## src/rtl/pcie_7x_v1_11_0_drp_pkg.sv

```systemverilog
// Shared types and constants for the DRP responder: FSM encoding, bus widths,
// error bit positions, LFSR seed/taps and default latencies.
// No logic; no backpressure.
package pcie_7x_v1_11_0_drp_pkg;

    localparam int DRP_ADDR_W = 8;
    localparam int DRP_DATA_W = 16;

    localparam int ERR_BUSY = 0;
    localparam int ERR_ADDR = 1;
    localparam int ERR_RO   = 2;
    localparam int ERR_W    = 3;

    localparam logic [7:0] LFSR_SEED = 8'hA5;
    // x^8+x^6+x^5+x^4+1 on a left-shifting register: bits 7,5,4,3 feed back
    localparam logic [7:0] LFSR_TAPS = 8'hB8;

    localparam logic [3:0] DEF_RD_LATENCY = 4'd3;
    localparam logic [3:0] DEF_WR_LATENCY = 4'd2;

    typedef enum logic [1:0] {
        ST_IDLE = 2'd0,
        ST_WAIT = 2'd1,
        ST_RESP = 2'd2
    } drp_state_e;

    function automatic logic [3:0] lat_sat_add(input logic [3:0] base, input logic [1:0] extra);
        logic [4:0] sum;
        sum = {1'b0, base} + {3'b000, extra};
        return sum[4] ? 4'hF : sum[3:0];
    endfunction

endpackage

```

## src/rtl/pcie_7x_v1_11_0_drp_resp_lat.sv

```systemverilog
// Latency timer: loads on request acceptance, flags direct (latency 1) and expiry.
// Latency: combinational strobes from the registered count.
// Backpressure: none; the FSM only loads it when idle. Random extra latency with DRP_RESP_RAND_LAT_EN.
module pcie_7x_v1_11_0_drp_resp_lat
    import pcie_7x_v1_11_0_drp_pkg::*;
#(
    parameter logic [3:0] RD_LATENCY = DEF_RD_LATENCY,
    parameter logic [3:0] WR_LATENCY = DEF_WR_LATENCY
) (
    input  logic DRP_CLK,
    input  logic DRP_RST_N,
    input  logic lat_load,
    input  logic lat_we,
    input  logic lat_wait,
    output logic lat_direct,
    output logic lat_expire
);

    logic [3:0] base_lat;
    logic [3:0] eff_lat;
    logic [3:0] cnt_q;

    assign base_lat = lat_we ? WR_LATENCY : RD_LATENCY;

`ifdef DRP_RESP_RAND_LAT_EN
    logic [7:0] lfsr_q;

    always_ff @(posedge DRP_CLK or negedge DRP_RST_N) begin
        if (!DRP_RST_N) lfsr_q <= LFSR_SEED;
        else            lfsr_q <= {lfsr_q[6:0], ^(lfsr_q & LFSR_TAPS)};
    end

    assign eff_lat = lat_sat_add(base_lat, lfsr_q[1:0]);
`else
    assign eff_lat = base_lat;
`endif

    assign lat_direct = (eff_lat <= 4'd1);
    // Count holds cycles still to go including the RESP cycle; 1 means RESP is next.
    assign lat_expire = lat_wait && (cnt_q <= 4'd1);

    always_ff @(posedge DRP_CLK or negedge DRP_RST_N) begin
        if (!DRP_RST_N)                   cnt_q <= 4'd0;
        else if (lat_load)                cnt_q <= eff_lat - 4'd1;
        else if (lat_wait && cnt_q != 0)  cnt_q <= cnt_q - 4'd1;
    end

endmodule

```

## src/rtl/pcie_7x_v1_11_0_drp_resp.sv

```systemverilog
// DRP responder: soft register bank plus read-only CRS status word, with protocol error flags.
// Latency: DRP_RDY at RD_LATENCY/WR_LATENCY cycles after DRP_EN (randomised with DRP_RESP_RAND_LAT_EN).
// Backpressure: one transaction at a time; DRP_EN while busy is dropped and flagged in DRP_ERR[0].
module pcie_7x_v1_11_0_drp_resp
    import pcie_7x_v1_11_0_drp_pkg::*;
#(
    parameter logic [7:0] BASE_ADDR  = 8'h30,
    parameter int         DEPTH      = 16,
    parameter logic [7:0] RO_ADDR    = 8'h88,
    parameter logic [3:0] RD_LATENCY = DEF_RD_LATENCY,
    parameter logic [3:0] WR_LATENCY = DEF_WR_LATENCY
) (
    input  logic                  DRP_CLK,
    input  logic                  DRP_RST_N,
    input  logic                  DRP_EN,
    input  logic                  DRP_WE,
    input  logic [DRP_ADDR_W-1:0] DRP_ADDR,
    input  logic [DRP_DATA_W-1:0] DRP_DI,
    output logic [DRP_DATA_W-1:0] DRP_DO,
    output logic                  DRP_RDY,
    input  logic [5:0]            STAT_CRSCODE,
    input  logic                  ERR_CLR,
    output logic [ERR_W-1:0]      DRP_ERR,
    output logic                  DRP_BUSY
);

    localparam int         IDX_W  = (DEPTH > 1) ? $clog2(DEPTH) : 1;
    localparam int         BANK_N = 1 << IDX_W;
    localparam logic [7:0] DEPTH8 = 8'(DEPTH);

    drp_state_e state_q, state_d;

    logic [DRP_ADDR_W-1:0] addr_q;
    logic [DRP_DATA_W-1:0] di_q;
    logic                  we_q;
    logic [DRP_DATA_W-1:0] do_q;
    logic [ERR_W-1:0]      err_q;
    logic [DRP_DATA_W-1:0] bank [BANK_N];

    logic                  accept;
    logic                  in_resp;
    logic                  lat_load;
    logic                  lat_direct;
    logic                  lat_expire;
    logic [7:0]            addr_off;
    logic [IDX_W-1:0]      idx;
    logic                  is_ro;
    logic                  in_win;
    logic [DRP_DATA_W-1:0] rd_val;
    logic [ERR_W-1:0]      err_set;

    pcie_7x_v1_11_0_drp_resp_lat #(
        .RD_LATENCY (RD_LATENCY),
        .WR_LATENCY (WR_LATENCY)
    ) u_lat (
        .DRP_CLK    (DRP_CLK),
        .DRP_RST_N  (DRP_RST_N),
        .lat_load   (lat_load),
        .lat_we     (DRP_WE),
        .lat_wait   (state_q == ST_WAIT),
        .lat_direct (lat_direct),
        .lat_expire (lat_expire)
    );

    always_ff @(posedge DRP_CLK or negedge DRP_RST_N) begin
        if (!DRP_RST_N) state_q <= ST_IDLE;
        else            state_q <= state_d;
    end

    always_comb begin
        state_d  = state_q;
        lat_load = 1'b0;
        case (state_q)
            ST_IDLE: begin
                if (DRP_EN) begin
                    lat_load = 1'b1;
                    state_d  = lat_direct ? ST_RESP : ST_WAIT;
                end
            end
            ST_WAIT: if (lat_expire) state_d = ST_RESP;
            ST_RESP: state_d = ST_IDLE;
            default: state_d = ST_IDLE;
        endcase
    end

    assign accept  = (state_q == ST_IDLE) && DRP_EN;
    assign in_resp = (state_q == ST_RESP);

    // RO_ADDR wins even if a parameter choice places it inside the window.
    assign addr_off = addr_q - BASE_ADDR;
    assign idx      = addr_off[IDX_W-1:0];
    assign is_ro    = (addr_q == RO_ADDR);
    assign in_win   = !is_ro && (addr_q >= BASE_ADDR) && (addr_off < DEPTH8);

    always_comb begin
        rd_val = '0;
        if (is_ro)       rd_val = {9'd0, STAT_CRSCODE, 1'b0};
        else if (in_win) rd_val = bank[idx];
    end

    assign err_set[ERR_BUSY] = DRP_EN && (state_q != ST_IDLE);
    assign err_set[ERR_ADDR] = in_resp && !is_ro && !in_win;
    assign err_set[ERR_RO]   = in_resp && we_q && is_ro;

    always_ff @(posedge DRP_CLK or negedge DRP_RST_N) begin
        if (!DRP_RST_N) begin
            addr_q <= '0;
            di_q   <= '0;
            we_q   <= 1'b0;
            do_q   <= '0;
            err_q  <= '0;
            for (int i = 0; i < BANK_N; i++) bank[i] <= '0;
        end else begin
            if (accept) begin
                addr_q <= DRP_ADDR;
                di_q   <= DRP_DI;
                we_q   <= DRP_WE;
            end
            if (in_resp && !we_q)         do_q <= rd_val;
            if (in_resp && we_q && in_win) bank[idx] <= di_q;
            err_q <= (ERR_CLR ? '0 : err_q) | err_set;
        end
    end

    // Read data is presented in the RDY cycle itself, then held by do_q.
    assign DRP_DO   = (in_resp && !we_q) ? rd_val : do_q;
    assign DRP_RDY  = in_resp;
    assign DRP_ERR  = err_q;
    assign DRP_BUSY = (state_q != ST_IDLE);

endmodule

```

## config.mk

```make
export PLATFORM = sky130hd
export DESIGN_NAME = pcie_7x_v1_11_0_drp_resp
export DESIGN_NICKNAME = d
export VERILOG_FILES = /design/src/rtl/pcie_7x_v1_11_0_drp_pkg.sv /design/src/rtl/pcie_7x_v1_11_0_drp_resp_lat.sv /design/src/rtl/pcie_7x_v1_11_0_drp_resp.sv
export SDC_FILE = /design/constraint.sdc
export NUM_CORES = 1
export LEC_CHECK = 0
export ABC_AREA = 1
export CAP_MARGIN = 20
export CORE_MARGIN = 1.5
export CORE_UTILIZATION = 61
export DETAILED_ROUTE_END_ITERATION = 10
export PLACE_DENSITY = 0.81
export SLEW_MARGIN = 15
export SYNTH_ARGS = -nofsm -noshare
export SYNTH_HDL_FRONTEND = slang
export SYNTH_SLANG_ARGS = --single-unit
export TNS_END_PERCENT = 1
```

## constraint.sdc

```tcl
create_clock -name DRP_CLK -period 2 [get_ports DRP_CLK]
set_clock_uncertainty 0.05 [all_clocks]
set_input_delay 0.3 -clock DRP_CLK [delete_from_list [all_inputs] [get_ports DRP_CLK]]
set_output_delay 0.3 -clock DRP_CLK [all_outputs]
set_load 0.05 [all_outputs]
```

# Yosys cells after proc, flatten, opt, wreduce, memory -nomap -nowiden
# Index checks and enable logic that the tools add are counted.
[totals]
ff_bits = 306
inputBits = 35
[op_classes]
add_sub_neg = 3
magnitude_cmp = 6
eq_ne = 5
n_mux = 19
bitwise_logic = 2
n_reduce_logical = 21
[op_table]
columns = ["cell", "n"]
rows = [
  ["256-bit bitwise mux", 1],
  ["16-bit 2-to-1 mux", 6],
  ["16-bit binary-select mux with 4-bit select", 1],
  ["16-bit demux with 4-bit select", 1],
  ["1-bit logical AND", 13],
  ["8-bit == test (second input constant)", 1],
  ["8-bit by 6-bit greater-or-equal comparator with 1-bit output (second input constant)", 1],
  ["4-bit by 1-bit less-or-equal comparator with 1-bit output (second input constant)", 2],
  ["8-bit by 5-bit < comparator with 1-bit output (second input constant)", 1],
  ["4-bit 2-to-1 mux", 2],
  ["4-bit by 1-bit subtractor with 4-bit output (second input constant)", 2],
  ["8-bit by 6-bit subtractor with 8-bit output (second input constant)", 1],
  ["2-bit 2-to-1 mux", 3],
  ["5-bit greater-or-equal comparator (second input constant)", 1],
  ["5-bit by 1-bit < comparator with 1-bit output (second input constant)", 1],
  ["4-bit inverter with 5-bit output", 1],
  ["2-bit inequality test (second input constant)", 2],
  ["2-bit case mux with 2 select lines", 1],
  ["2-bit nonzero test", 2],
  ["4-bit nonzero test", 1],
  ["1-bit logical NOT", 3],
  ["1-bit 2-to-1 mux", 3],
  ["3-bit 2-to-1 mux", 1],
  ["3-bit OR", 1],
  ["4 further kinds", 4],
]

# Depth between registers and ports, before layout
# Gate-level depths: netlist (run 1).
[depth]
ltp_word = 8
mapped_depth = 12

# Modules after synthesis
# Synthesis (run 1) repeated with hierarchy kept, for this count alone.
[unflattened]
hier_cells = 1729
area_unflattened_um2 = 13805.7
[modules_own_cells]
columns = ["mod", "instances", "cells_per_inst", "area_per_inst_um2", "seq_area_each_um2"]
rows = [
  ["pcie_7x_v1_11_0_drp_resp", 1, 1688, 13513.0, 7557.2],
  ["pcie_7x_v1_11_0_drp_resp_lat", 1, 41, 292.8, 100.1],
]

# Least setup slack after synthesis (run 1)
# Ideal clock, no wire load.
[synth_path]
kind = "reg2out"
from = "register addr_q[0]"
to = "output DRP_DO[15]"
t_arrival_ps = 2417
required_ps = 1650
path_slack_ps = -767
path_stages_with_launch = 9
cell_sequence = "dfrtp_1 buf_2 nand2_1 buf_2 buf_2 o22ai_1 o21ai_0 nand2_1 o21ai_0"
[synth_via]
elab_chain_len = 8
word_cells_on_any_way = 14
[synth_rtl]
columns = ["element", "line_no", "text"]
rows = [
  ["start, declared", "pcie_7x_v1_11_0_drp_resp.sv:33", "logic [DRP_ADDR_W-1:0] addr_q;"],
  ["start signal, assigned", "pcie_7x_v1_11_0_drp_resp.sv:107", "addr_q <= '0;"],
  ["start signal, assigned", "pcie_7x_v1_11_0_drp_resp.sv:115", "addr_q <= DRP_ADDR;"],
  ["8-bit by 6-bit subtractor with 8-bit output", "pcie_7x_v1_11_0_drp_resp.sv:90", "assign addr_off = addr_q - BASE_ADDR;"],
  ["4-bit inverter with 5-bit output (implied by the code)", "pcie_7x_v1_11_0_drp_resp.sv:98", "else if (in_win) rd_val = bank[idx];"],
  ["16-bit binary-select mux with 4-bit select", "pcie_7x_v1_11_0_drp_resp.sv:98", ""],
  ["16-bit 2-to-1 mux (implied by the code) (2 in a row)", "pcie_7x_v1_11_0_drp_resp.sv:98", ""],
  ["16-bit 2-to-1 mux", "pcie_7x_v1_11_0_drp_resp.sv:98", ""],
  ["16-bit 2-to-1 mux (*)", "pcie_7x_v1_11_0_drp_resp.sv:97", "if (is_ro) rd_val = {9'd0, STAT_CRSCODE, 1'b0};"],
  ["16-bit 2-to-1 mux (*)", "pcie_7x_v1_11_0_drp_resp.sv:126", "assign DRP_DO = (in_resp && !we_q) ? rd_val : do_q;"],
  ["end, declared", "pcie_7x_v1_11_0_drp_resp.sv:19", "output logic [DRP_DATA_W-1:0] DRP_DO,"],
]
# Mark *: on every way between the ends. The rest lies on a longest branch, timed or not. The select of a mux whose other input is x is not followed.

# Worst setup path after layout (run 1)
[layout_path]
from = "register addr_q[1]"
to = "output DRP_DO[0]"
# Same word-level chain as after synthesis.

==> results_tabular.tex, run 1 <==
\begin{tabular}{lr}
\hline
Metric & Value \\
\hline
\multicolumn{2}{l}{\textbf{Logic synthesis}} \\
\quad Syn\_nets & 1,758 \\
\quad Syn Area/Cell & 7.990 µm² \\
\quad Most frequent cell after synthesis & nand2\_1 \\
\quad Most used flip-flop cell after synthesis & dfrtp\_1 \\
\quad Share of the yosys chip area belonging to registers & 55.69\% \\
\quad Post-Syn Area & 0.01375 mm² \\
\quad Ranking of synthesized cells by area & dfrtp\_1 56\%, nand2\_1 16\%, o21ai\_0 10\% \\
\quad Cell variety after synth & 34 \\
\quad Number of enable flip-flop cells after synthesis & 0 \\
\quad Share of synthesized registers carrying an async set or reset & 100.0\% \\
\quad Cell type with the highest aggregate area in the netlist & dfrtp\_1 \\
\quad Top cells by instance count after synthesis & 588 x nand2\_1, 306 x dfrtp\_1, 288 x o21ai\_0, 159 x nor2\_1, 141 x inv\_1 \\
\quad Portion of synthesized cell area occupied by the leading cell type & 55.69\% \\
\quad Warnings from Yosys & 0 \\
\quad Cell count after synthesis & 1,721 \\
\quad Number of flip-flops and latches in the synthesized netlist & 306 \\
\multicolumn{2}{l}{\textbf{Floorplanning}} \\
\quad Die outline width & 153.1 µm \\
\quad Area of the placeable core & 0.02196 mm² \\
\quad Starting density of the core & 62.62\% \\
\quad Standard-cell row count & 54 \\
\quad Ports placed on the boundary & 56 \\
\quad Die Footprint & 0.02345 mm² \\
\quad Die span in y & 153.1 µm \\
\multicolumn{2}{l}{\textbf{CTS}} \\
\quad Clock slew at reported path FFs & 60 ps \\
\quad CTS Buf Count & 31 \\
\quad CTS sink count & 306 \\
\quad Clock Latency Late Sink & 580 ps \\
\quad CTS H-tree depth & 1 \\
\quad CTS tree & yes \\
\quad Clk Tree Root Cell & clkbuf\_16 \\
\quad Largest buffer count on any clock path & 3 \\
\multicolumn{2}{l}{\textbf{GRT}} \\
\quad Antenna violations before repair & 0 \\
\quad Total global-route track usage & 34.54\% \\
\quad Pin count of the biggest net entering global routing & 68 \\
\quad Vias in the first global route & 12,250 \\
\quad Wire length of the first global-routing pass & 63,690 µm \\
\quad Total global routing overflow & 0 \\
\multicolumn{2}{l}{\textbf{Cells and area}} \\
\quad Filler Cell Count & 1,472 \\
\quad Final design area excluding fillers & 0.01690 mm² \\
\quad Fraction of final layout cells with drive strength greater than 1 & 13.55\% \\
\quad Area growth from synthesis to final layout & 22.89\% \\
\quad Antenna diode count & 0 \\
\quad Number of nets in the final layout & 1,849 \\
\multicolumn{2}{l}{\textbf{Worst setup path}} \\
\quad Capturing element type of the critical path & output port \\
\quad Data required time of the worst path & 1650 ps \\
\quad Highest net fanout along the worst path & 6 \\
\quad RR Endpoint & do\_q[8] \\
\quad Worst setup path start & addr\_q[1] \\
\quad Arrival @ worst endpoint & 2380 ps \\
\quad Worst setup endpoint & DRP\_DO[0] \\
\quad Top delay family on crit path & buffers and inverters \\
\quad Critical path's slowest cell & dfrtp\_2 \\
\quad R2R setup slack & 10 ps \\
\quad Maximum cell stage delay along the critical path & 450 ps \\
\quad Worst Setup Path Type & register to output port \\
\quad Crit path buffers/inverters & 4 \\
\quad Element type at the critical path start & register \\
\quad Worst reg2reg path depth & 10 \\
\quad Stages on the worst setup path & 10 \\
\quad Crit-path cells & nand2\_2 -> buf\_12 -> clkinvlp\_4 -> buf\_6 -> nand2\_1 -> nand4\_1 -> nand2\_1 -> nand3\_1 -> o21ai\_4 -> buf\_12 \\
\quad Critical register-to-register path startpoint & addr\_q[1] \\
\multicolumn{2}{l}{\textbf{Pwr}} \\
\quad Total design power & 23.65 mW \\
\quad Power density relative to cell area & 1399 mW/mm² \\
\quad P\_int & 14.35 mW \\
\quad Share of total power consumed by net switching & 39.30\% \\
\quad Register share of total power & 30.2\% \\
\quad Clock network fraction of design power & 26.8\% \\
\quad Comb pwr share & 43.0\% \\
\quad Switching pwr & 9.293 mW \\
\quad Leakage & 8.155 nW \\
\quad Max rail drop VDD & 1.385 mV \\
\multicolumn{2}{l}{\textbf{Timing}} \\
\quad Worst slew margin & 57.32\% \\
\quad Final critical-path required period & 2729 ps \\
\quad Worst setup slack after layout & -728.6 ps \\
\quad Number of failing hold endpoints at the final stage & 0 \\
\quad Transition time at the pin with the least slew margin & 639.5 ps \\
\quad Final cycle utilization of the critical path & 136.4\% \\
\quad Max-slew violation count & 0 \\
\quad Worst hold-check slack & 216.1 ps \\
\quad Final number of setup-violating endpoints & 16 \\
\quad RSZ-0062 raised after global routing & yes \\
\quad Highest clock rate & 366.5 MHz \\
\multicolumn{2}{l}{\textbf{Outcome}} \\
\quad Outcome & finished with violations \\
\quad Failing checks & design-rule violations, negative setup slack \\
\multicolumn{2}{l}{\textbf{Placed design}} \\
\quad Post-placement cell area & 0.01554 mm² \\
\quad Last weighted congestion value of the routability-driven placer & 0.8743 \\
\quad Dpl hpwl & 24,560 µm \\
\quad Port Buffer Count & 55 \\
\multicolumn{2}{l}{\textbf{Routing}} \\
\quad Final routed DRC violation total & 4 \\
\quad Iteration-0 DRC count of the detailed router & 1,201 \\
\quad DRT antenna net count & 0 \\
\quad WL per Instance & 18.72 µm \\
\quad Via count & 12,280 \\
\quad Drt total wl & 39,630 µm \\
\quad Via-per-instance ratio & 5.800 \\
\quad Initial DRT Pass Iterations & 9 \\
\multicolumn{2}{l}{\textbf{Flow run}} \\
\quad Max cap viols & 0 \\
\multicolumn{2}{l}{\textbf{Hold path}} \\
\quad Hold crit path type & primary input to asynchronous set/reset pin \\
\hline
\end{tabular}
-- layer usage --
metal	wire (µm)	up-vias	track usage, %	part of all wire, %
met1	15360	5862	44.56	39
met3	3314	153	4.905	8.4
met4	1859	0	16.76	4.7
li1	-	5598	-	-
met5	0	-	0	0
met2	19100	665	57.86	48
-- worst reg2reg max path, cell delays in order, from the launching register on --
cell,delay (ps)
dfrtp_2,450
inv_4,130
nand2_4,100
bufbuf_16,290
or2_2,270
nand4_1,80
nand2_1,70
nand3_2,100
o21ai_4,70
buf_4,140
buf_4,130
-- cells by family (layout without fill, tap and decap cells) --
logic type,Yosys count,in the layout,synth area share [%]
AO/OA/AOI/OAI,365,365,13.92
adder cells (fa/ha/maj),2,2,0.1820
buffers and inverters,252,368,7.425
flip-flops,306,306,55.69
AND/OR/NAND/NOR,796,796,22.78
-- cell type report --
type | instances | area [µm²] | area share (%)
inverters | 146 | 554.3 | 3.280
clock buffers | 41 | 863.3 | 5.109
well taps | 280 | 350.3 | 2.073
multi-input cells | 1163 | 5313 | 31.44
flip-flops and latches | 306 | 7660 | 45.33
clock inverters | 17 | 254.0 | 1.503
repair buffers | 164 | 1904 | 11.27
-- how the worst min path moves through the flow --
| stage | slack, ps | endpoint | startpoint |
|---|---|---|---|
| 2_1_floorplan | -50 | DRP_ERR[0] | DRP_RST_N |
| 3_3_place_gp | 260 | bank[19] | DRP_RST_N |
| 3_5_place_dp | 260 | bank[19] | DRP_RST_N |
| 4_1_cts | 230 | di_q[4] | DRP_DI[4] |
| 5_1_grt | 260 | di_q[4] | DRP_DI[4] |
| 6_report | 220 | bank[19] | DRP_RST_N |
-- cells in the final DEF, fill, tap and decap left out, drive strengths merged, types with 6 or more instances in the layout --
cell type,n
dfrtp,306
bufinv,6
clkdlybuf4s50,33
o22a,8
or2,12
o22ai,28
nor2,165
o21ai,317
nand3,18
inv,145
clkbuf,41
nand2,591
nand4,8
buf,126
clkinv,11
-- per-stage QoR --
stage,utilization [%],instances,TNS (ps),setup WS [ps]
final,76.96,2117,-10720,-728.6
after global routing,76.96,2117,-11990,-803.8
after CTS,76.85,2116,-10270,-678.2
after detailed placement,70.77,2048,-1446,-132.4
after global placement,70.77,2048,-865.8,-84.96
after floorplan,-,1721,-795.5,-115.8
-- sequential cells by signal, indices dropped and copies added, names as in the netlist --
| signal | cells |
|---|---|
| u_lat.cnt_q | 4 |
| di_q | 16 |
| DRP_ERR | 3 |
| do_q | 16 |
| addr_q | 8 |
| we_q | 1 |
| state_q | 2 |
| bank | 256 |
-- power groups by stage --
stage / logic (mW) / clock network (mW) / registers [mW]
2_1_floorplan: 5.60 / 0 / 7.20
3_3_place_gp: 9.25 / 0 / 7.19
3_5_place_dp: 9.42 / 0 / 7.22
4_1_cts: 9.96 / 6.34 / 7.13
5_1_grt: 10.9 / 6.59 / 7.20
6_report: 10.2 / 6.33 / 7.14
-- repair_timing --
action,4_1_cts,5_1_grt
resized for setup,36,11
hold endpoints to repair,55,0
setup endpoints to repair,19,95
buffers inserted,9,1
hold buffers,1,0
pin swaps,19,10
gates cloned,1,0
(Power assumes the default switching activity.)
==> run 2: changes to the inputs <==
CORE_MARGIN = default   (was 1.5)
CORE_UTILIZATION = 63   (was 61)
CTS_BUF_LIST = sky130_fd_sc_hd__clkbuf_2   (was default)
PLACE_DENSITY = 0.83   (was 0.81)
==> results_tabular.tex, run 2 (synthesis results as in run 1) <==
\begin{tabular}{lr}
\hline
Metric & Value \\
\hline
\multicolumn{2}{l}{\textbf{Outcome}} \\
\quad Outcome & finished with violations \\
\quad Failing checks & negative setup slack \\
\multicolumn{2}{l}{\textbf{Cells and area}} \\
\quad Flip-flop count of the largest register after layout & 256 (unchanged) \\
\quad Area growth from synthesis to final layout & 24.36\% \\
\quad Number of nets in the final layout & 1,933 (+4.5\%) \\
\quad Fraction of final layout cells with drive strength greater than 1 & 18.32\% (+4.8 points) \\
\quad Final core area utilization & 80.58\% (+3.6 points) \\
\quad Top library cells by usage in the layout, fill and taps aside & 574 x nand2\_1, 304 x dfrtp\_1, 269 x o21ai\_0 \\
\quad Largest reg by FF count & bank \\
\quad Leading registers by flop count & bank (256), di\_q (16), do\_q (16) \\
\quad Most common cell after layout, fill and taps aside & nand2\_1 \\
\multicolumn{2}{l}{\textbf{Routing}} \\
\quad Via-per-instance ratio & 5.902 (+1.8\%) \\
\quad Final routed DRC violation total & 0 (-4) \\
\quad Routed met1 length & 15,460 µm (+0.61\%) \\
\quad Via count & 13,100 (+6.7\%) \\
\quad WL per Instance & 19.20 µm (+2.6\%) \\
\quad Initial DRT Pass Iterations & 7 (-2) \\
\quad Highest routed layer & met5 \\
\quad DRT antenna net count & 0 (unchanged) \\
\quad Drt total wl & 42,610 µm (+7.5\%) \\
\quad Iteration-0 DRC count of the detailed router & 1,451 (+21\%) \\
\quad Wire length on met2 & 20,230 µm (+5.9\%) \\
\quad Routed wire length on met3 & 4440 µm (+34\%) \\
\multicolumn{2}{l}{\textbf{CTS}} \\
\quad CTS sink count & 306 (unchanged) \\
\quad Largest buffer count on any clock path & 3 (unchanged) \\
\quad CTS tree & yes \\
\quad CTS Buf Count & 78 (+150\%) \\
\quad Clock slew at reported path FFs & 100 ps (+40 ps) \\
\quad CTS H-tree depth & 3 (+2) \\
\quad Clock Latency Late Sink & 890 ps (+310 ps) \\
\quad Clk Tree Root Cell & clkbuf\_2 \\
\multicolumn{2}{l}{\textbf{Hold path}} \\
\quad Hold crit path type & primary input to register \\
\quad Worst hold path startpoint & ERR\_CLR \\
\quad Worst Hold Depth & 2 \\
\multicolumn{2}{l}{\textbf{Placed design}} \\
\quad Dpl hpwl & 24,600 µm (+0.17\%) \\
\quad Port Buffer Count & 55 (unchanged) \\
\quad Last weighted congestion value of the routability-driven placer & 0.8959 (+2.5\%) \\
\quad Post-Place Worst Slack & -230.6 ps (-98.22 ps) \\
\multicolumn{2}{l}{\textbf{GRT}} \\
\quad Vias in the first global route & 12,690 (+3.6\%) \\
\quad Total global-route track usage & 37.20\% (+2.7 points) \\
\quad Wire length of the first global-routing pass & 63,680 µm (about the same) \\
\quad Antenna violations before repair & 2 (+2) \\
\quad Pin count of the biggest net entering global routing & 66 (-2.9\%) \\
\quad Total global routing overflow & 0 (unchanged) \\
\multicolumn{2}{l}{\textbf{Floorplanning}} \\
\quad Standard-cell row count & 53 (-1.9\%) \\
\quad Die outline width & 149.7 µm (-2.2\%) \\
\quad Ports placed on the boundary & 56 (unchanged) \\
\quad Area of the placeable core & 0.02122 mm² (-3.4\%) \\
\quad Starting density of the core & 64.80\% (+2.2 points) \\
\quad Die Footprint & 0.02242 mm² (-4.4\%) \\
\quad Die span in y & 149.7 µm (-2.2\%) \\
\multicolumn{2}{l}{\textbf{Timing}} \\
\quad Final cycle utilization of the critical path & 158.0\% (+22 points) \\
\quad RSZ-0062 raised after global routing & yes \\
\quad Worst setup slack after layout & -1160 ps (-431.1 ps) \\
\quad Number of failing hold endpoints at the final stage & 0 (unchanged) \\
\quad Worst slew margin & 55.73\% (-1.6 points) \\
\quad Final critical-path required period & 3160 ps (+431.1 ps) \\
\quad Max-slew violation count & 0 (unchanged) \\
\quad Transition time at the pin with the least slew margin & 663.3 ps (+23.80 ps) \\
\quad Final number of setup-violating endpoints & 34 (+18) \\
\quad Highest clock rate & 316.5 MHz (-14\%) \\
\multicolumn{2}{l}{\textbf{Pwr}} \\
\quad Max rail drop VDD & 0.7058 mV (-49\%) \\
\quad Switching pwr & 10.02 mW (+7.9\%) \\
\quad Clock network fraction of design power & 18.8\% (-8.0 points) \\
\quad Leakage & 8.378 nW (+2.7\%) \\
\quad Comb pwr share & 50.0\% (+7.0 points) \\
\quad Share of total power consumed by net switching & 43.73\% (+4.4 points) \\
\quad P\_int & 12.90 mW (-10\%) \\
\quad Power density relative to cell area & 1341 mW/mm² (-4.2\%) \\
\quad Register share of total power & 31.2\% (+1.0 points) \\
\multicolumn{2}{l}{\textbf{Worst setup path}} \\
\quad Highest net fanout along the worst path & 12 (+6) \\
\quad Worst Setup Path Type & register to output port \\
\quad Critical register-to-register path startpoint & addr\_q[0] \\
\quad Worst setup path start & addr\_q[0] \\
\quad Worst reg2reg path depth & 10 (unchanged) \\
\quad Capturing element type of the critical path & output port \\
\quad Element type at the critical path start & register \\
\quad Data required time of the worst path & 1650 ps (about the same) \\
\quad Arrival @ worst endpoint & 2810 ps (+430 ps) \\
\multicolumn{2}{l}{\textbf{Flow run}} \\
\quad Max cap viols & 0 (unchanged) \\
\hline
\end{tabular}
[run 2: changes by cell type in the layout (fill, tap and decap cells not counted), sizes merged]
cell,before,now
bufinv,6,2
buf,126,142
diode,0,1
clkbuf,41,116
dlygate4sd3,1,23
dlygate4sd2,3,0
[run 2: critical path: stages (launching register included)]
cell     delay, ps
dfrtp_2        430
buf_12         150
inv_8           70
buf_8          150
nand2_1        100
nand2_1        100
nand2_1         70
nand2_1         60
nand2_1         90
nand3_2        140
nor2_4         160
nor2_2          60
nor2_2         170
buf_12         160
[run 2: layout make-up]
| class | count | area [µm²] |
|---|---|---|
| Clock buffer | 114 | 570.5 |
| Inverter | 146 | 568.0 |
| Antenna cell | 1 | 2.502 |
| Multi-Input combinational cell | 1163 | 5450 |
| Fill cell | 1280 | 4120 |
| Clock inverter | 13 | 102.6 |
| Sequential cell | 306 | 7660 |
| Tap cell | 275 | 344.1 |
| Timing Repair Buffer | 201 | 2402 |
[run 2: what timing repair did]
action,in CTS,in global routing
setup buffers,8,14
hold endpoints to repair,326,1
gates cloned,3,2
hold buffers,23,1
resized for setup,52,84
setup endpoints to repair,54,60
pin swaps,7,52
[run 2: path summary, 6_finish.rpt]
kind / to / slack [ps]
min in group asynchronous: bank[239] / 520
worst min-delay path: DRP_ERR[2] / 40
worst max register to register: bank[95] / -80
worst min register to register: bank[80] / 440
worst max-delay path: DRP_DO[5] / -1160
max in group asynchronous: bank[167] / 970
[run 2: per-layer routing]
metal | up-vias | GRT usage [%]
li1 | 5809 | -
met1 | 6178 | 45.15
met2 | 868 | 61.76
met3 | 240 | 8.659
met4 | 2 | 19.95
met5 | - | 0
[run 2: per-stage QoR]
stage / hold WS (ps) / total power, mW / std cells / instance area (µm²) / TNS, ps
4_1_cts: 0.9142 / 21.52 / 2203 / 16690 / -15170
5_1_grt: 18.25 / 23.98 / 2219 / 17100 / -19680
2_1_floorplan: -45.59 / 12.79 / 1721 / 13880 / -795.5
3_3_place_gp: 141.5 / 16.40 / 2042 / 15490 / -1609
3_5_place_dp: 142.7 / 16.63 / 2042 / 15490 / -2401
6_report: 37.24 / 22.92 / 2219 / 17100 / -17700
[run 2: power by group through the flow]
stage	Sequential [mW]	Clock (mW)	Combinational, mW
global route	7.20	4.62	12.2
global placement	7.18	0	9.21
detailed placement	7.22	0	9.41
floorplan	7.20	0	5.60
CTS	7.13	4.29	10.1
finish	7.14	4.31	11.5
==> run 3: changes to the inputs <==
CORE_UTILIZATION = 45   (was 63)
PLACE_DENSITY = 0.63   (was 0.83)
==> results_tabular.tex, run 3 (synthesis results as in run 1) <==
\begin{tabular}{lr}
\hline
Metric & Value \\
\hline
\multicolumn{2}{l}{\textbf{Routing}} \\
\quad Drt total wl & 40,260 µm (-5.5\%) \\
\quad Via count & 11,950 (-8.8\%) \\
\quad WL per Instance & 17.30 µm (-9.9\%) \\
\quad Via-per-instance ratio & 5.133 (-13\%) \\
\quad DRT antenna net count & 0 (unchanged) \\
\quad Initial DRT Pass Iterations & 5 (-2) \\
\quad Final routed DRC violation total & 0 (unchanged) \\
\quad Iteration-0 DRC count of the detailed router & 1,010 (-30\%) \\
\multicolumn{2}{l}{\textbf{Timing}} \\
\quad Max-slew violation count & 0 (unchanged) \\
\quad Number of failing hold endpoints at the final stage & 0 (unchanged) \\
\quad Transition time at the pin with the least slew margin & 665.5 ps (+2.238 ps) \\
\quad Final critical-path required period & 3026 ps (-133.4 ps) \\
\quad Setup TNS & -16,000 ps (+1704 ps) \\
\quad Final number of setup-violating endpoints & 18 (-47\%) \\
\quad Worst slew margin & 55.58\% (-0.15 points) \\
\quad Final cycle utilization of the critical path & 151.3\% (-6.7 points) \\
\quad Highest clock rate & 330.4 MHz (+4.4\%) \\
\quad RSZ-0062 raised after global routing & yes \\
\quad Worst setup slack after layout & -1026 ps (+133.4 ps) \\
\multicolumn{2}{l}{\textbf{Pwr}} \\
\quad Total design power & 21.82 mW (-4.8\%) \\
\quad Leakage & 8.260 nW (-1.4\%) \\
\quad Max rail drop VDD & 0.6999 mV (-0.84\%) \\
\quad Power density relative to cell area & 1284 mW/mm² (-4.3\%) \\
\multicolumn{2}{l}{\textbf{GRT}} \\
\quad Antenna violations before repair & 1 (-1) \\
\quad Wire length of the first global-routing pass & 63,940 µm (+0.41\%) \\
\quad Total global routing overflow & 0 (unchanged) \\
\quad Pin count of the biggest net entering global routing & 47 (-29\%) \\
\quad Vias in the first global route & 11,670 (-8.0\%) \\
\quad Total global-route track usage & 26.79\% (-10 points) \\
\multicolumn{2}{l}{\textbf{CTS}} \\
\quad CTS Buf Count & 79 (+1.3\%) \\
\quad Clock slew at reported path FFs & 120 ps (+20 ps) \\
\quad Largest buffer count on any clock path & 3 (unchanged) \\
\quad CTS tree & yes \\
\quad Clock Latency Late Sink & 900 ps (about the same) \\
\quad CTS H-tree depth & 3 (unchanged) \\
\quad CTS sink count & 306 (unchanged) \\
\quad Clk Tree Root Cell & clkbuf\_2 \\
\multicolumn{2}{l}{\textbf{Placed design}} \\
\quad Last weighted congestion value of the routability-driven placer & 0.8528 (-4.8\%) \\
\quad Port Buffer Count & 55 (unchanged) \\
\quad Dpl hpwl & 24,410 µm (-0.79\%) \\
\quad Post-Place Worst Slack & -280.2 ps (-49.55 ps) \\
\multicolumn{2}{l}{\textbf{Worst setup path}} \\
\quad Data required time of the worst path & 1650 ps (about the same) \\
\quad Worst Setup Path Type & register to output port \\
\quad Highest net fanout along the worst path & 6 (-6) \\
\quad Element type at the critical path start & register \\
\quad Arrival @ worst endpoint & 2680 ps (-130 ps) \\
\quad Capturing element type of the critical path & output port \\
\multicolumn{2}{l}{\textbf{Floorplanning}} \\
\quad Die Footprint & 0.03126 mm² (+39\%) \\
\quad Ports placed on the boundary & 56 (unchanged) \\
\quad Area of the placeable core & 0.02987 mm² (+41\%) \\
\quad Starting density of the core & 46.03\% (-19 points) \\
\quad Die span in y & 176.8 µm (+18\%) \\
\quad Die outline width & 176.8 µm (+18\%) \\
\quad Standard-cell row count & 63 (+19\%) \\
\multicolumn{2}{l}{\textbf{Hold path}} \\
\quad Hold crit path type & primary input to asynchronous set/reset pin \\
\multicolumn{2}{l}{\textbf{Cells and area}} \\
\quad Number of nets in the final layout & 1,917 (-0.83\%) \\
\quad Flip-flop count of the largest register after layout & 256 (unchanged) \\
\quad Largest reg by FF count & bank \\
\quad Most common cell after layout, fill and taps aside & nand2\_1 \\
\quad Area growth from synthesis to final layout & 23.60\% \\
\quad Fraction of final layout cells with drive strength greater than 1 & 16.53\% (-1.8 points) \\
\quad Leading registers by flop count & bank (256), di\_q (16), do\_q (16) \\
\quad Top library cells by usage in the layout, fill and taps aside & 582 x nand2\_1, 304 x dfrtp\_1, 283 x o21ai\_0 \\
\multicolumn{2}{l}{\textbf{Outcome}} \\
\quad Outcome & finished with violations \\
\quad Failing checks & negative setup slack \\
\multicolumn{2}{l}{\textbf{Flow run}} \\
\quad Max cap viols & 0 (unchanged) \\
\hline
\end{tabular}
-- run 3: cell types whose count changed in the layout (fill, tap and decap cells not counted), sizes merged --
cell / previous run / this run
buf: 142 / 119
bufinv: 2 / 1
clkbuf: 116 / 119
clkdlybuf4s15: 0 / 3
clkinv: 11 / 20
dlygate4sd3: 23 / 26
inv: 145 / 144
-- run 3: critical path, cell delays in order (launching register included) --
cell and delay (ps):
dfrtp_2 520, inv_4 110, nand2_4 140, buf_4 120
nor2_1 30, nor2_1 100, nand2_1 80, nand2_1 70
nand2_1 60, nor2_2 170, nor2_1 70, nor2_2 160
buf_12 160
-- run 3: worst paths after layout --
kind                             start   endpoint  slack (ps)  cells past startpoint
max in group asynchronous    DRP_RST_N  bank[139]        1540                      3
setup / recovery             addr_q[0]  DRP_DO[6]       -1030                     12
hold / removal               DRP_RST_N   bank[29]          40                      3
setup reg to reg            state_q[0]  bank[179]          30                     10
min in group DRP_CLK       DRP_ADDR[1]  addr_q[1]         110                      3
hold reg to reg               bank[46]   bank[46]         440                      2
-- run 3: cell type report --
type | instances | area, µm²
antenna | 1 | 2.502
timing repair buffer | 184 | 2260
sequential | 306 | 7660
clock buffer | 117 | 585.6
inverter | 146 | 559.3
clock inverter | 20 | 103.9
tap | 390 | 488.0
multi-input combinational | 1163 | 5338
fill | 2773 | 12880
-- run 3: timing repair --
action,CTS,global route
pin swaps,6,2
buffers inserted,7,2
hold buffers,27,0
gates cloned,3,2
hold endpoints to repair,333,0
resized for setup,56,6
endpoints found under the setup margin,21,142
-- run 3: metrics by stage --
step           hold slack, ps  instances  utilization (%)  instance area [µm²]
6_report                38.41       2327            56.89                17000
5_1_grt                 26.55       2327            56.89                17000
4_1_cts                 29.84       2322            56.59                16910
3_5_place_dp            216.3       2148            52.27                15620
3_3_place_gp            218.0       2148            52.27                15620
2_1_floorplan          -45.59       1721                -                13880
-- run 3: routing by layer --
layer | GRT usage [%] | vias to the layer above | wire length [µm]
li1 | - | 5791 | -
met1 | 36.94 | 5694 | 18300
met2 | 43.71 | 392 | 18800
met3 | 3.952 | 68 | 2319
met4 | 8.082 | 0 | 841
met5 | 0 | - | 0
-- run 3: report_power, final --
group / internal, mW / switching (mW)
clock network: 1.67 / 2.55
logic: 3.97 / 6.51
registers: 6.80 / 0.319
total: 12.4 / 9.38
